`src/rtl/exc_commit_ctrl.sv`:
```
// Writeback commit controller: resolves interrupt > exception > ertn > CSR write,
// drives the CSR write/exception/ertn interface and redirects fetch. Optional trap counter: EXC_COMMIT_CNT_EN.
module exc_commit_ctrl #(
  parameter int                   CSR_NUM_W      = 14,
  parameter logic [CSR_NUM_W-1:0] CSR_EENTRY_NUM = 'h00c,
  parameter logic [CSR_NUM_W-1:0] CSR_ERA_NUM    = 'h006,
  parameter logic [5:0]           ECODE_INT      = 6'h00
) (
  input  logic                 clk,
  input  logic                 reset,
  input  logic                 in_valid,
  output logic                 in_ready,
  input  logic [31:0]          in_pc,
  input  logic [31:0]          in_vaddr,
  input  logic                 in_ex,
  input  logic [5:0]           in_ecode,
  input  logic [8:0]           in_esubcode,
  input  logic                 in_ertn,
  input  logic                 in_csr_we,
  input  logic [CSR_NUM_W-1:0] in_csr_num,
  input  logic [31:0]          in_csr_wvalue,
  input  logic [31:0]          in_csr_wmask,
  input  logic                 has_int,
  output logic                 csr_we,
  output logic [CSR_NUM_W-1:0] csr_num,
  output logic [31:0]          csr_wvalue,
  output logic [31:0]          csr_wmask,
  output logic [CSR_NUM_W-1:0] csr_num_r,
  input  logic [31:0]          csr_rvalue,
  output logic                 wb_ex,
  output logic [5:0]           wb_ecode,
  output logic [8:0]           wb_esubcode,
  output logic [31:0]          wb_pc,
  output logic [31:0]          wb_vaddr,
  output logic                 ertn_flush,
  output logic                 pipe_flush,
  output logic                 redirect_valid,
  output logic [31:0]          redirect_pc,
  output logic                 retire_valid,
  output logic [31:0]          exc_count
);

  typedef enum logic [1:0] {RUN, RESOLVE, REDIR} state_t;

  state_t                 state_q, state_d;
  logic                   isTrap_q;
  logic                   retire_q;
  logic                   csrWe_q;
  logic [CSR_NUM_W-1:0]   csrNum_q;
  logic [31:0]            csrWvalue_q;
  logic [31:0]            csrWmask_q;
  logic [CSR_NUM_W-1:0]   csrNumR_q;
  logic [5:0]             ecode_q;
  logic [8:0]             esubcode_q;
  logic [31:0]            pc_q;
  logic [31:0]            vaddr_q;
  logic [31:0]            redirPc_q;

  logic accept;
  logic takeTrap;
  logic takeErtn;
  logic takeCsrWe;

  // Interrupts are only considered on an accepted instruction; an exception overrides ertn.
  assign accept    = in_valid & (state_q == RUN);
  assign takeTrap  = accept & (has_int | in_ex);
  assign takeErtn  = accept & ~(has_int | in_ex) & in_ertn;
  assign takeCsrWe = accept & ~(has_int | in_ex) & ~in_ertn & in_csr_we;

  always_comb begin
    state_d        = state_q;
    in_ready       = 1'b0;
    pipe_flush     = 1'b0;
    wb_ex          = 1'b0;
    ertn_flush     = 1'b0;
    redirect_valid = 1'b0;
    case (state_q)
      RUN: begin
        in_ready = 1'b1;
        if (takeTrap || takeErtn) state_d = RESOLVE;
      end
      RESOLVE: begin
        pipe_flush = 1'b1;
        wb_ex      = isTrap_q;
        ertn_flush = ~isTrap_q;
        state_d    = REDIR;
      end
      REDIR: begin
        pipe_flush     = 1'b1;
        redirect_valid = 1'b1;
        state_d        = RUN;
      end
      default: state_d = RUN;
    endcase
  end

  always_ff @(posedge clk or posedge reset) begin
    if (reset) state_q <= RUN;
    else       state_q <= state_d;
  end

  always_ff @(posedge clk or posedge reset) begin
    if (reset) begin
      isTrap_q    <= 1'b0;
      retire_q    <= 1'b0;
      csrWe_q     <= 1'b0;
      csrNum_q    <= '0;
      csrWvalue_q <= '0;
      csrWmask_q  <= '0;
      csrNumR_q   <= CSR_EENTRY_NUM;
      ecode_q     <= '0;
      esubcode_q  <= '0;
      pc_q        <= '0;
      vaddr_q     <= '0;
      redirPc_q   <= '0;
    end else begin
      retire_q <= accept & ~(has_int | in_ex);
      csrWe_q  <= takeCsrWe;
      if (takeCsrWe) begin
        csrNum_q    <= in_csr_num;
        csrWvalue_q <= in_csr_wvalue;
        csrWmask_q  <= in_csr_wmask;
      end
      if (takeTrap) begin
        isTrap_q   <= 1'b1;
        csrNumR_q  <= CSR_EENTRY_NUM;
        ecode_q    <= has_int ? ECODE_INT : in_ecode;
        esubcode_q <= has_int ? 9'd0 : in_esubcode;
        pc_q       <= in_pc;
        vaddr_q    <= in_vaddr;
      end else if (takeErtn) begin
        isTrap_q  <= 1'b0;
        csrNumR_q <= CSR_ERA_NUM;
      end
      // The CSR read port is pointed at the target during RESOLVE; capture it for REDIR.
      if (state_q == RESOLVE) redirPc_q <= csr_rvalue;
    end
  end

  assign retire_valid = retire_q;
  assign csr_we       = csrWe_q;
  assign csr_num      = csrNum_q;
  assign csr_wvalue   = csrWvalue_q;
  assign csr_wmask    = csrWmask_q;
  assign csr_num_r    = csrNumR_q;
  assign wb_ecode     = ecode_q;
  assign wb_esubcode  = esubcode_q;
  assign wb_pc        = pc_q;
  assign wb_vaddr     = vaddr_q;
  assign redirect_pc  = redirPc_q;

`ifdef EXC_COMMIT_CNT_EN
  logic [31:0] excCount_q;

  always_ff @(posedge clk or posedge reset) begin
    if (reset)                            excCount_q <= '0;
    else if (wb_ex && excCount_q != '1)   excCount_q <= excCount_q + 32'd1;
  end

  assign exc_count = excCount_q;
`else
  assign exc_count = '0;
`endif

endmodule

```
`config.mk`:
```
export PLATFORM = sky130hd
export DESIGN_NAME = exc_commit_ctrl
export DESIGN_NICKNAME = d
export VERILOG_FILES = /design/src/rtl/exc_commit_ctrl.sv
export SDC_FILE = /design/constraint.sdc
export NUM_CORES = 1
export LEC_CHECK = 0
export ABC_CLOCK_PERIOD_IN_PS = 13240
export BUFFER_PORTS_ARGS = -buffer_cell sky130_fd_sc_hd__buf_2
export CORE_AREA = 2 2 169 171
export DETAILED_ROUTE_END_ITERATION = 16
export DIE_AREA = 0 0 171 173
export PLACE_DENSITY_LB_ADDON = 0.05
export SLEW_MARGIN = 20
export SYNTH_ARGS = -nofsm -noshare
export SYNTH_HDL_FRONTEND = slang
export SYNTH_SLANG_ARGS = --single-unit
```
`constraint.sdc`:
```
create_clock -name clk -period 13.24 [get_ports clk]
set_input_delay 3.972 -clock clk [delete_from_list [all_inputs] [get_ports clk]]
set_output_delay 3.972 -clock clk [all_outputs]
set_load 0.02 [all_outputs]
```
* Word level (Yosys, flattened, before mapping)
Index checks and enable logic that the tools add are counted.
** Cells by class
- Bitwise operators :: 10
- Equality and inequality tests :: 3
- Multiplexer cells :: 13
- Reductions and logical operators :: 4
** Operators by type and width (count)
- $mux W14 :: 2
- $mux W9 :: 1
- $mux W1 :: 7
- $and A1 B1 Y1 :: 6
- $mux W6 :: 1
- $pmux W2 S2 :: 1
- $not A1 Y1 :: 3
- $eq A2 B1 Y1 const B :: 1
- $eq A2 B2 Y1 const B :: 1
- $logic_not A2 Y1 :: 1
- $mux W2 :: 1
- $ne A2 B1 Y1 const B :: 1
- $reduce_bool A2 Y1 :: 1
- $reduce_or A2 Y1 :: 1
- $logic_or A1 B1 Y1 :: 1
- $or A1 B1 Y1 :: 1
** Storage, ports and cells
- Logic and storage cells :: 43
- Register bits :: 208
- Output and inout port bits :: 242
- Bits of input ports :: 196

* Longest topological paths before layout
- Depth in word-level cells :: 7
- Gate-level depth with buffers :: 7
- Gate-level depth less buffers :: 5

* Least setup slack after synthesis
No wires, ideal clock.
- Path type :: flip-flop to output port
- Start :: register state_q[1]
- End :: output port ertn_flush
- Arrival time :: 1.556 ns
- Setup slack :: 7.712 ns
- Buffers on the path :: 2
- Cell stages (with the launch flop) :: 6
- Required time :: 9.268 ns
- Cell sequence :: dfrtp_1 -> inv_1 -> ha_1 -> clkbuf_1 -> clkbuf_1 -> nor2b_1
** On the way
- Cells in the longest elaborated chain, start to end :: 2
** RTL lines
- start: declaration :: RTL line 45 : state_t state_q, state_d;
- start signal: assignment :: RTL line 99 : else state_q <= state_d;
- $eq A2 B1 Y1 :: RTL line 77 : case (state_q)
- $mux W1 :: RTL line 77
- end: declaration :: RTL line 35 : output logic ertn_flush,
No other way between the ends.

* Final worst setup path
Same ends and word-level chain as after synthesis.

==> flow_summary.yaml <==
status:
  status: "complete, no violations"
worst_hold_path:
  hp-start: "wb_esubcode[0]$_DFFE_PP0P_"
  min_to: "wb_esubcode[0]$_DFFE_PP0P_"
  min_path_cells: 2
  hp-class: "reg2reg"
timing:
  hold_violations: 0
  rsz0062_at_grt: "no"
  fmax_mhz: 171
  layout_setup_ws_ns: 7.41
  maxSlewHeadroom: 0.365
  slew_viol_final: 0
  finClkSkew_ns: 0.0124
  finalSetupTns_ns: 0
  setup_violations: 0
  holdWs_ns: 0.483
  min_period_ns: 5.83
  min_period_over_period: 0.441
  max_slew.worst_pin.slew_ns: 0.953
final_layout:
  drive_above_1_share: 0.671
  num-nets-final: 1100
  multiInputGateArea_um2: 2580
  syn_to_final_growth_pct: 36.1
  nFillCells: 2739
  seq_area_um2: 4910
  fin_area_um2: 10600
floorplanning:
  design.core.area_um2: 27600
  initial_core_util: 0.281
  rows: 61
  fp.dieH_um: 173
  io_pins: 438
  die_x_um: 171
  dieArea_um2: 29600
place:
  port_buffers: 393
  place.detailed.hpwl_mm: 16.3
  place_area_um2: 9980
  gp_congestion: 0.732
  pre_cts_ws_ns: 7.10
route:
  via_per_inst: 4.09
  drt_wl_total_mm: 21.7
  drtIter0Drc: 182
  routedWlPerCell_um: 16.8
  dr.pass1.iters: 4
  drc: 0
  vias: 5288
  postRouteAntennaNets: 0
clocking:
  cts_buffers: 17
  cts_resized: 0
  insertion_delay_ns: 0.43
  h-tree-depth: 4
  clk_pin_slew_ns: 0.08
  cts_hold_buf: 0
  cts.sinks: 196
  cts_setup_buffers: 0
  cts_max_path_buffers: 2
  cts_tree: "built"
  cts-root-buf: "clkbuf_16"
setup_path:
  critical_path_arrival_ns: 1.86
  crit_fanout: 34
  r2r_start: "state_q[0]$_DFFE_PP0P_"
  worstSetupEndpointType: "primary output"
  required_ns: 9.27
  regToRegSetupSlack_ns: 10.68
  crit_start: "state_q[1]$_DFFE_PP0P_"
  r2r_end: "csr_num[12]$_DFFE_PP0P_"
  worst-setup-path-type: "reg2out"
  r2r_cells: 6
  startpoint_type: "flip-flop"
synthesis:
  ys_seq_area_frac: 0.632
  synth_area_um2: 7760
  syn_avg_cell_area_um2: 15.3
  synthArstFlopShare: 1.00
  yosys_warnings: 0
  synth_top_cell_by_area: "dfrtp_1"
  synthCells: 508
  synth_common_cells: "dfrtp_1, mux2_2, buf_4"
  synth.area.top_cells: "dfrtp_1, mux2_2, buf_4, mux2_4, nand2b_1"
  post-synth-top-count-cell: "dfrtp_1"
  ys_ff_latch: 196
  synthFlopType: "dfrtp_1"
  synth_edf_count: 0
  synthDistinctLibCells: 22
  synth_top_area_share: 0.629
pwr:
  ir_worst_vdd_v: 0.0000974
  leakagePower_nw: 5.56
  p_comb_frac: 0.436
  p_sw_mw: 1.10
  switching_share: 0.404
  internal-power_mw: 1.63
  sequentialPowerShare: 0.379
  powerDensity_nw_per_um2: 258
  total_power_mw: 2.73
  pwr-share-clk: 0.186
job:
  max-cap-violations: 0
global_route:
  grt_pass1_vias: 5808
  grt_pass1_wl_mm: 32.7
  antenna_found_initial: 5
  grt_max_degree: 98
  overflow: 0
  grt_usage: 0.144
metrics by stage:
stage | utilization | instances
after floorplan | - | 550
after global placement | 0.361 | 1258
after detailed placement | 0.361 | 1258
after CTS | 0.382 | 1290
after global routing | 0.382 | 1293
final | 0.382 | 1293
cells by family after synthesis:
group / Yosys count / synth area share
AOI/OAI and AO/OA: 19 / 0.0148
muxes: 176 / 0.260
and+or+nand+nor: 38 / 0.0259
other: 2 / 0.000967
buffers and inverters: 72 / 0.0587
adders and majority gates: 5 / 0.00806
DFF: 196 / 0.632
layout make-up:
| cell class | instances | share of cell area |
|---|---|---|
| Clock inverter | 14 | 0.0133 |
| Inverter | 4 | 0.00213 |
| Sequential cell | 196 | 0.464 |
| Multi-Input combinational cell | 282 | 0.244 |
| Clock buffer | 18 | 0.0406 |
| Timing Repair Buffer | 398 | 0.190 |
| Tap cell | 378 | 0.0448 |
| Antenna cell | 3 | 0.000711 |
worst max path at each step:
stage / endpoint / slack [ns] / cells past startpoint
6_report: ertn_flush / 7.41 / 5
5_1_grt: ertn_flush / 7.24 / 5
4_1_cts: ertn_flush / 7.36 / 5
3_5_place_dp: csr_wmask[17]$_DFFE_PP0P_ / 7.10 / 5
3_3_place_gp: csr_wmask[30]$_DFFE_PP0P_ / 7.19 / 5
2_1_floorplan: csr_num[0]$_DFFE_PP0P_ / 3.93 / 1
per-layer routing:
metal  GRT usage  wire [µm]  up-vias
li1            -          -     2428
met1       0.154       7980     2584
met2       0.257      11200      256
met3      0.0604       2190       18
met4      0.0445        313        2
met5           0         11        -
cells in the final DEF (no fill, tap or decap):
| cell | Yosys | routed |
|---|---|---|
| clkbuf_16 | 0 | 17 |
| buf_4 | 44 | 4 |
| clkinv_8 | 0 | 3 |
| inv_6 | 0 | 7 |
| inv_1 | 4 | 3 |
| nand2b_1 | 15 | 15 |
| a21bo_2 | 2 | 2 |
| clkinv_4 | 0 | 1 |
| dfrtp_1 | 195 | 195 |
| mux2_4 | 9 | 9 |
| nand3b_4 | 0 | 1 |
| diode_2 | 0 | 3 |
| inv_8 | 0 | 2 |
| ha_1 | 5 | 5 |
| mux2_2 | 167 | 167 |
| and2_1 | 1 | 1 |
| clkbuf_1 | 11 | 1 |
| clkinv_2 | 0 | 2 |
| dfstp_2 | 1 | 1 |
| buf_6 | 1 | 1 |
| and4bb_2 | 1 | 1 |
| o21ai_0 | 15 | 15 |
| o31ai_1 | 1 | 1 |
| nor2b_1 | 1 | 1 |
| o211ai_4 | 0 | 1 |
| buf_2 | 10 | 393 |
| nand2_1 | 19 | 19 |
| conb_1 | 2 | 44 |
sequential cells by signal, summed over array words and instances (netlist names):
| register | flops |
|---|---|
| csr_wvalue | 32 |
| csr_num | 14 |
| wb_vaddr | 32 |
| state_q | 2 |
| csr_wmask | 32 |
| wb_esubcode | 9 |
| isTrap_q | 1 |
| redirect_pc | 32 |
| wb_pc | 32 |
| csr_we | 1 |
| csr_num_r | 2 |
| retire_valid | 1 |
| wb_ecode | 6 |
power groups by stage:
stage	Clock (mW)	Combinational (mW)	Sequential, mW
floorplan	0	0.401	1.40
global placement	0	1.20	1.04
detailed placement	0	1.21	1.04
CTS	0.526	1.21	1.04
global route	0.553	1.27	1.07
finish	0.507	1.19	1.03
critical path, cell delays in order (launching register included):
cell	delay, ns
dfrtp_1	0.40
inv_1	0.13
ha_1	0.16
buf_4	0.38
nor2b_1	0.18
buf_2	0.17
No activity file was read; power rests on OpenSTA's default activity.
